### config.mk
export PLATFORM = sky130hd
export DESIGN_NAME = ysyx_23060025_wb_queue
export DESIGN_NICKNAME = d
export VERILOG_FILES = /design/src/rtl/ysyx_23060025_wb_queue.sv
export SDC_FILE = /design/constraint.sdc
export NUM_CORES = 1
export LEC_CHECK = 0
export ABC_AREA = 1
export CAP_MARGIN = 15
export CELL_PAD_IN_SITES_DETAIL_PLACEMENT = 0
export CELL_PAD_IN_SITES_GLOBAL_PLACEMENT = 1
export CORE_MARGIN = 2
export CORE_UTILIZATION = 43
export CTS_CLUSTER_DIAMETER = 150
export DETAILED_ROUTE_END_ITERATION = 10
export GPL_TIMING_DRIVEN = 0
export PLACE_DENSITY = 0.86
export SLEW_MARGIN = 30
export SYNTH_ARGS = -nofsm -noshare
export SYNTH_HDL_FRONTEND = slang
export SYNTH_SLANG_ARGS = --single-unit
### constraint.sdc
create_clock -name clock -period 6.18 [get_ports clock]
set_input_delay 0.618 -clock clock [delete_from_list [all_inputs] [get_ports clock]]
set_output_delay 0.618 -clock clock [all_outputs]
set_load 0.005 [all_outputs]
### src/rtl/ysyx_23060025_wb_queue.sv
// Writeback queue: an in-order FIFO between the LSU and the GPR/CSR write
// ports. It absorbs write-port back-pressure, counts retired instructions and
// runs the ebreak drain/halt sequence.
//
// Handshake rules (both sides):
//   upstream   push   = lsu_valid_i & wbu_ready_o. wbu_ready_o depends only on
//              the registered fill level and FSM state, never on lsu_valid_i or
//              commit_ready_i. A producer seeing ready low holds its offer.
//   downstream commit = !empty & commit_ready_i. Write strobes and retire_o are
//              valid only in a commit cycle; the regfile/CSR file and this
//              queue both act on the same posedge.
module ysyx_23060025_wb_queue #(
   parameter int DATA_LEN = 32,
   parameter int REG_AW   = 5,
   parameter int DEPTH    = 4,
   parameter int CNT_W    = 64
) (
   input  logic                       clock,
   input  logic                       reset,
   input  logic                       lsu_valid_i,
   output logic                       wbu_ready_o,
   input  logic                       wd_i,
   input  logic [REG_AW-1:0]          wreg_i,
   input  logic [DATA_LEN-1:0]        reg_wdata_i,
   input  logic [2:0]                 csr_type_i,
   input  logic [11:0]                csr_waddr_i,
   input  logic [DATA_LEN-1:0]        csr_wdata_i,
   input  logic                       ebreak_flag_i,
   input  logic                       commit_ready_i,
   output logic                       wd_o,
   output logic [REG_AW-1:0]          wreg_o,
   output logic [DATA_LEN-1:0]        wdata_o,
   output logic [2:0]                 csr_type_o,
   output logic [11:0]                csr_waddr_o,
   output logic [DATA_LEN-1:0]        csr_wdata_o,
   output logic                       retire_o,
   output logic [CNT_W-1:0]           retire_cnt_o,
   output logic [$clog2(DEPTH):0]     occupancy_o,
   output logic                       halted_o
);

   localparam int PTR_W = $clog2(DEPTH);
   localparam logic [PTR_W:0]   FULL_CNT = (PTR_W+1)'(DEPTH);
   localparam logic [PTR_W:0]   CNT_ONE  = (PTR_W+1)'(1);
   localparam logic [PTR_W-1:0] PTR_ONE  = PTR_W'(1);
   localparam logic [CNT_W-1:0] RET_ONE  = CNT_W'(1);

   // RUN accepts work; DRAIN lets queued entries (ending with the ebreak)
   // retire without taking new ones; HALT holds until reset.
   typedef enum logic [1:0] {
      ST_RUN   = 2'd0,
      ST_DRAIN = 2'd1,
      ST_HALT  = 2'd2
   } wb_state_e;

   // Registered FSM state; the name is kept stable for external checkers.
   wb_state_e state_q;
   wb_state_e state_d;

   // Entry storage, one array per field.
   logic                wd_mem     [DEPTH];
   logic [REG_AW-1:0]   wreg_mem   [DEPTH];
   logic [DATA_LEN-1:0] wdata_mem  [DEPTH];
   logic [2:0]          csr_t_mem  [DEPTH];
   logic [11:0]         csr_a_mem  [DEPTH];
   logic [DATA_LEN-1:0] csr_d_mem  [DEPTH];
   logic                ebreak_mem [DEPTH];

   logic [PTR_W-1:0] rd_ptr_q;
   logic [PTR_W-1:0] wr_ptr_q;
   logic [PTR_W:0]   count_q;
   logic [CNT_W-1:0] retire_cnt_q;

   logic empty;
   logic full;
   logic push;
   logic pop;
   logic head_ebreak;

   assign empty       = (count_q == '0);
   assign full        = (count_q == FULL_CNT);
   assign wbu_ready_o = !full && (state_q == ST_RUN);
   assign push        = lsu_valid_i && wbu_ready_o;
   assign pop         = !empty && commit_ready_i;
   assign head_ebreak = !empty && ebreak_mem[rd_ptr_q];

   // Store the offered instruction in the tail slot on every accepted push.
   always_ff @(posedge clock) begin
      if (push) begin
         wd_mem[wr_ptr_q]     <= wd_i;
         wreg_mem[wr_ptr_q]   <= wreg_i;
         wdata_mem[wr_ptr_q]  <= reg_wdata_i;
         csr_t_mem[wr_ptr_q]  <= csr_type_i;
         csr_a_mem[wr_ptr_q]  <= csr_waddr_i;
         csr_d_mem[wr_ptr_q]  <= csr_wdata_i;
         ebreak_mem[wr_ptr_q] <= ebreak_flag_i;
      end
   end

   // Pointer and fill-level bookkeeping; pointers wrap naturally at DEPTH.
   always_ff @(posedge clock) begin
      if (!reset) begin
         rd_ptr_q <= '0;
         wr_ptr_q <= '0;
         count_q  <= '0;
      end else begin
         if (push) wr_ptr_q <= wr_ptr_q + PTR_ONE;
         if (pop)  rd_ptr_q <= rd_ptr_q + PTR_ONE;
         if (push && !pop)      count_q <= count_q + CNT_ONE;
         else if (pop && !push) count_q <= count_q - CNT_ONE;
      end
   end

   // Retired-instruction counter, wrapping at its full width.
   always_ff @(posedge clock) begin
      if (!reset) begin
         retire_cnt_q <= '0;
      end else if (pop) begin
         retire_cnt_q <= retire_cnt_q + RET_ONE;
      end
   end

   // FSM state register.
   always_ff @(posedge clock) begin
      if (!reset) begin
         state_q <= ST_RUN;
      end else begin
         state_q <= state_d;
      end
   end

   // FSM next state: an accepted ebreak starts the drain; its own commit halts.
   always_comb begin
      state_d = state_q;
      unique case (state_q)
         ST_RUN: begin
            if (push && ebreak_flag_i) state_d = ST_DRAIN;
         end
         ST_DRAIN: begin
            if (pop && head_ebreak) state_d = ST_HALT;
         end
         ST_HALT: begin
            state_d = ST_HALT;
         end
         default: begin
            state_d = ST_RUN;
         end
      endcase
   end

   // Head presentation: strobes are commit-qualified, data fields show the
   // head entry whenever one exists and read as zero on an empty queue.
   always_comb begin
      wd_o        = 1'b0;
      wreg_o      = '0;
      wdata_o     = '0;
      csr_type_o  = 3'd0;
      csr_waddr_o = 12'd0;
      csr_wdata_o = '0;
      if (!empty) begin
         wd_o        = pop && wd_mem[rd_ptr_q];
         wreg_o      = wreg_mem[rd_ptr_q];
         wdata_o     = wdata_mem[rd_ptr_q];
         csr_type_o  = {3{pop}} & csr_t_mem[rd_ptr_q];
         csr_waddr_o = csr_a_mem[rd_ptr_q];
         csr_wdata_o = csr_d_mem[rd_ptr_q];
      end
   end

   assign retire_o     = pop;
   assign retire_cnt_o = retire_cnt_q;
   assign occupancy_o  = count_q;
   assign halted_o     = (state_q == ST_HALT);

endmodule
### After elaboration in Yosys (flattened, before gate mapping)

Memories as Yosys holds them, arrays and structs flattened. A register that Yosys moved wholly into a read port is not among the register bits.
Cells that the tools add are included.

* register bits after elaboration: 73
* memory bits (writable): 344
* logic and storage cells: 67
* bits of input ports: 90
* output and inout port bits: 155
* memories: 7

* reductions and logical operators: 17
* bitwise logic cells: 1
* eq/ne operators: 5
* multiplexer cells: 27
* add/subtract/negate cells: 5

Memories
* csr_d_mem: depth 4, width 32, rd ports 1, clocked after Yosys merged registers in 1, write ports 1, RTL line 66 `logic [DATA_LEN-1:0] csr_d_mem [DEPTH];`
* wdata_mem: depth 4, width 32, rd ports 1, clocked after Yosys merged registers in 1, write ports 1, RTL line 63 `logic [DATA_LEN-1:0] wdata_mem [DEPTH];`
* csr_a_mem: depth 4, width 12, rd ports 1, clocked after Yosys merged registers in 1, write ports 1, RTL line 65 `logic [11:0] csr_a_mem [DEPTH];`
* wreg_mem: depth 4, width 5, rd ports 1, clocked after Yosys merged registers in 1, write ports 1, RTL line 62 `logic [REG_AW-1:0] wreg_mem [DEPTH];`
* csr_t_mem: depth 4, width 3, rd ports 1, clocked after Yosys merged registers in 1, write ports 1, RTL line 64 `logic [2:0] csr_t_mem [DEPTH];`
* ebreak_mem: depth 4, width 1, rd ports 1, clocked after Yosys merged registers in 1, write ports 1, RTL line 67 `logic ebreak_mem [DEPTH];`
* +1 memories

Operator list (number)
* 64-bit by 1-bit adder with 64-bit output, second input constant: 1
* 32-bit 2-to-1 mux: 2
* 2-bit 2-to-1 mux: 16
* 12-bit 2-to-1 mux: 1
* 1-bit logical AND: 9
* 3-bit 2-to-1 mux: 3
* 2-bit one-hot mux with 3 select lines: 1
* 5-bit 2-to-1 mux: 1
* 2-bit by 1-bit adder with 2-bit output, second input constant: 2
* 1-bit logical NOT: 4
* 3-bit by 1-bit adder with 3-bit output, second input constant: 1
* 3-bit bitwise AND: 1
* 3-bit equality test, second input constant: 1
* 3-bit logical NOT: 1
* 1-bit 2-to-1 mux: 3
* 3-bit by 1-bit subtractor with 3-bit output, second input constant: 1
* 2-bit by 1-bit equality test with 1-bit output, second input constant: 1
* 2-bit equality test, second input constant: 1
* 2-bit logical NOT: 1
* 2-bit by 1-bit inequality test with 1-bit output, second input constant: 1
* 2-bit inequality test, second input constant: 1
* 2-bit AND reduction: 1
* 2-bit nonzero test: 1

### Longest topological paths before layout

Gate-level depths: netlist of the first run.

* depth in word-level cells: 8
* gate-level depth with buffers: 12

### Least setup slack after synthesis of the first run

Ideal clock, no wire load.

* path type: input-to-reg
* start point: in lsu_valid_i
* end point: mem csr_a_mem[0][0] (enable)
* buffers on the path: 0
* library setup time: 0.532 ns
* arrival time: 4.365 ns
* cell stages on the path: 2
* slack: 1.283 ns
* required time: 5.648 ns
* cells stage by stage: nand3_2 -> nor2_1

* longest elaborated chain between the ends: 3

Ends and longest elaborated chain
* start, declared: RTL line 20 `input logic lsu_valid_i,`
* 1-bit logical AND: RTL line 83 `assign push = lsu_valid_i && wbu_ready_o;`
* 1-bit 2-to-1 mux: RTL line 89 `if (push) begin`
* 1-bit 2-to-1 mux (not written as such): RTL line 94 `csr_a_mem[wr_ptr_q] <= csr_waddr_i;`
* end, declared: RTL line 65

Every way passes these cells.

==> metrics.csv, run 1 <==
metric,value,unit
tns,0,ns
syn_area,17800,um2
cp_max_fo,10,
vias,13531,
worstSkewPairLatency,0.59,ns
fp.coreArea,40830,um2
path_clk_slew,0.06,ns
grt_pass1_wl,75.61,mm
end_kind,output pin,
rsz0062_at_grt,no,
r2r-end,occupancy_o[2],
arrival,3.00,ns
setup_viol_count_final,0,
multiInputGateArea,5303,um2
crit_type,register to output pin,
wl_per_cell,18.92,um
maxCapViolCount,0,
synth_seq_cells,419,
gp_congestion,0.8728,
cts.sinks,419,
syn_inst,1745,
crit_end,csr_wdata_o[11],
ios,245,
root_buffer,clkbuf_16,
ys.flop_type,edfxtp_1,
synthesis.nets,1845,
finalHoldViolations,0,
grt_pass1_vias,13101,
cts_max_path_buffers,3,
seqCellArea,11830,um2
initial_utilization,43.60,%
reg2reg_depth,12,
overflow,0,
hp-class,input pin to register,
fmax,276.2,MHz
viasPerCell,5.159,
synth_edf_count,344,
rrSetupSlack,3.62,ns
chipWidth,207.5,um
synth_most_common_cell,nor2_1,
synthDistinctLibCells,38,
drt-pass1-iter-count,5,
final_util,55.91,%
slew_headroom,44.06,%
reg2reg_from,occupancy_o[0],
dp_slack,3.010,ns
yosysWarnings,0,
yosys-top-cells-area,"edfxtp_1, nor2_1, dfxtp_1",
cp_data_required_time,5.56,ns
drc_errors,0,
avgSynthCellArea,10.20,um2
status,"finished, final reports clean",
fillCellCount,3467,
htreeDepth,2,
synth.top_cell.area_share,58.03,%
antenna_found_initial,7,
die_y,207.5,um
final_nets,2154,
drive_above_1_share,8.142,%
cts_resized,0,
cts_hold_buf,0,
ir_worst_vdd,217.9,uV
layout_min_cycle_time,3.620,ns
critPathLaunchType,register,
row_count,74,
setup_slack,2.560,ns
area_delta_synth_final,28.25,%
ys_seq_area_share,66.47,%
maxSlewViolCount,0,
port-buffer-count,243,
drtIter0Drc,1118,
skew,0.03419,ns
async_flop_share,0,%
hold_ws,0.4542,ns
grt_max_degree,22,
max_slew.worst_pin.slew,0.8391,ns
die-area,43040,um2
synth_top_cell_by_area,edfxtp_1,
cts_inserted_buffers,44,
p_leak,7.753,nW
synthTopCellsByCount,"nor2_1, edfxtp_1, o21ai_0, nand2_1, a21oi_1",
grtUsageTotal,22.77,%
antenna_left,0,
post-dp-hpwl,34.59,mm
postCtsSetupBuffers,0,
min_period_over_period,58.58,%
p_per_area,389.3,nW/um2
tritoncts,yes,
wirelength,49.62,mm
==> where the power goes <==
part	internal (W)	switching (W)	total [W]
Combinational	0.00120	0.00158	0.00278
Sequential	0.00348	0.0000972	0.00357
Clock	0.00144	0.00110	0.00253
Total	0.00611	0.00277	0.00889
==> worst min path at each step <==
stage / start / to / cells after the start / slack [ns]
finish: reset / register / 3 / 0.45
CTS: reset / register / 3 / 0.43
global route: reset / register / 3 / 0.45
detailed placement: rd_ptr_q[0] / register / 1 / 0.47
global placement: rd_ptr_q[1] / rd_ptr_q[1] / 2 / 0.46
floorplan: rd_ptr_q[1] / register / 2 / 0.44
==> worst max-delay path, cell delays in order (launching register included) <==
cell             delay (ns)
dfxtp_1                0.33
buf_2                  0.29
buf_2                  0.36
buf_2                  0.31
nor2_1                 0.08
nor2_1                 0.10
o21ai_0                0.13
a21oi_1                0.26
clkdlybuf4s50_1        0.55
==> per-layer routing <==
metal	global-route usage (%)	vias to the layer above	routed length (um)	part of all wire [%]
li1	-	6573	-	-
met1	30.53	6409	21560	43
met2	37.55	455	23220	47
met3	5.144	86	3676	7.4
met4	5.887	8	1124	2.3
met5	0	-	45	0.091
==> sequential cells by signal, summed over array words and instances (netlist names), 3 cells and up, named ones only <==
signal / count
csr_d_mem: 128
wdata_mem: 128
retire_cnt_o: 64
csr_a_mem: 48
wreg_mem: 20
csr_t_mem: 12
ebreak_mem: 4
wd_mem: 4
occupancy_o: 3
==> cell usage in the layout (no fill, tap or decap), types with 3 or more instances in the layout <==
master	instances
clkdlybuf4s50_1	243
nor2_2	20
nor2_4	17
o21bai_1	4
inv_2	5
nand2_1	185
dfxtp_1	75
nand4_1	17
nor2_1	495
clkbuf_1	44
buf_8	3
buf_16	17
inv_1	85
clkbuf_8	3
o21ai_0	191
nand2_2	9
nor3_1	6
clkinv_1	12
clkbuf_16	44
clkinv_2	11
buf_2	23
nand3_1	45
buf_4	3
o21ai_1	6
nand3b_1	4
diode_2	3
xor2_1	3
a21oi_1	128
buf_6	3
buf_1	11
ha_1	9
edfxtp_1	344
==> metrics by stage <==
step	instance area (um2)	total power, W	std cells
floorplan	17800	0.004871	1745
global placement	20900	0.006280	2520
detailed placement	21440	0.006418	2540
CTS	22820	0.008944	2620
global route	22820	0.009303	2620
finish	22830	0.008887	2623
==> final cells by class <==
| class | count | share of cell area (%) |
|---|---|---|
| Buffer | 76 | 1.524 |
| Antenna cell | 3 | 0.03288 |
| Clock inverter | 25 | 0.9098 |
| Timing Repair Buffer | 263 | 12.90 |
| Tap cell | 532 | 2.916 |
| Clock buffer | 55 | 5.135 |
| Multi-Input combinational cell | 1157 | 23.23 |
| Sequential cell | 419 | 51.82 |
| Inverter | 93 | 1.529 |
==> logic make-up after synthesis <==
group | after synthesis | synth area share [%]
AO/OA/AOI/OAI | 333 | 9.468
XOR/XNOR | 5 | 0.2461
adder cells (fa/ha/maj) | 10 | 0.7451
buffers and inverters | 169 | 3.915
flip-flops | 419 | 66.47
AND/OR/NAND/NOR | 809 | 19.16
No activity file was read; power rests on OpenSTA's default activity.
==> inputs of run 2 (changes only) <==
- clock period: 6.18 -> 3.7 ns (I/O delays scaled with it)
==> results of run 2 <==
Same layout as run 1 (identical final DEF). Status: finished, final reports clean.
Main changes from that run: setup slack after placement 3.010 ns -> 0.8683 ns; setup slack after layout 2.560 ns -> 0.3279 ns; hold slack 0.4542 ns -> 0.2062 ns; register-to-register setup slack 3.62 ns -> 1.14 ns; total power 0.008887 W -> 0.01484 W; worst IR drop on VDD 217.9 uV -> 363.9 uV
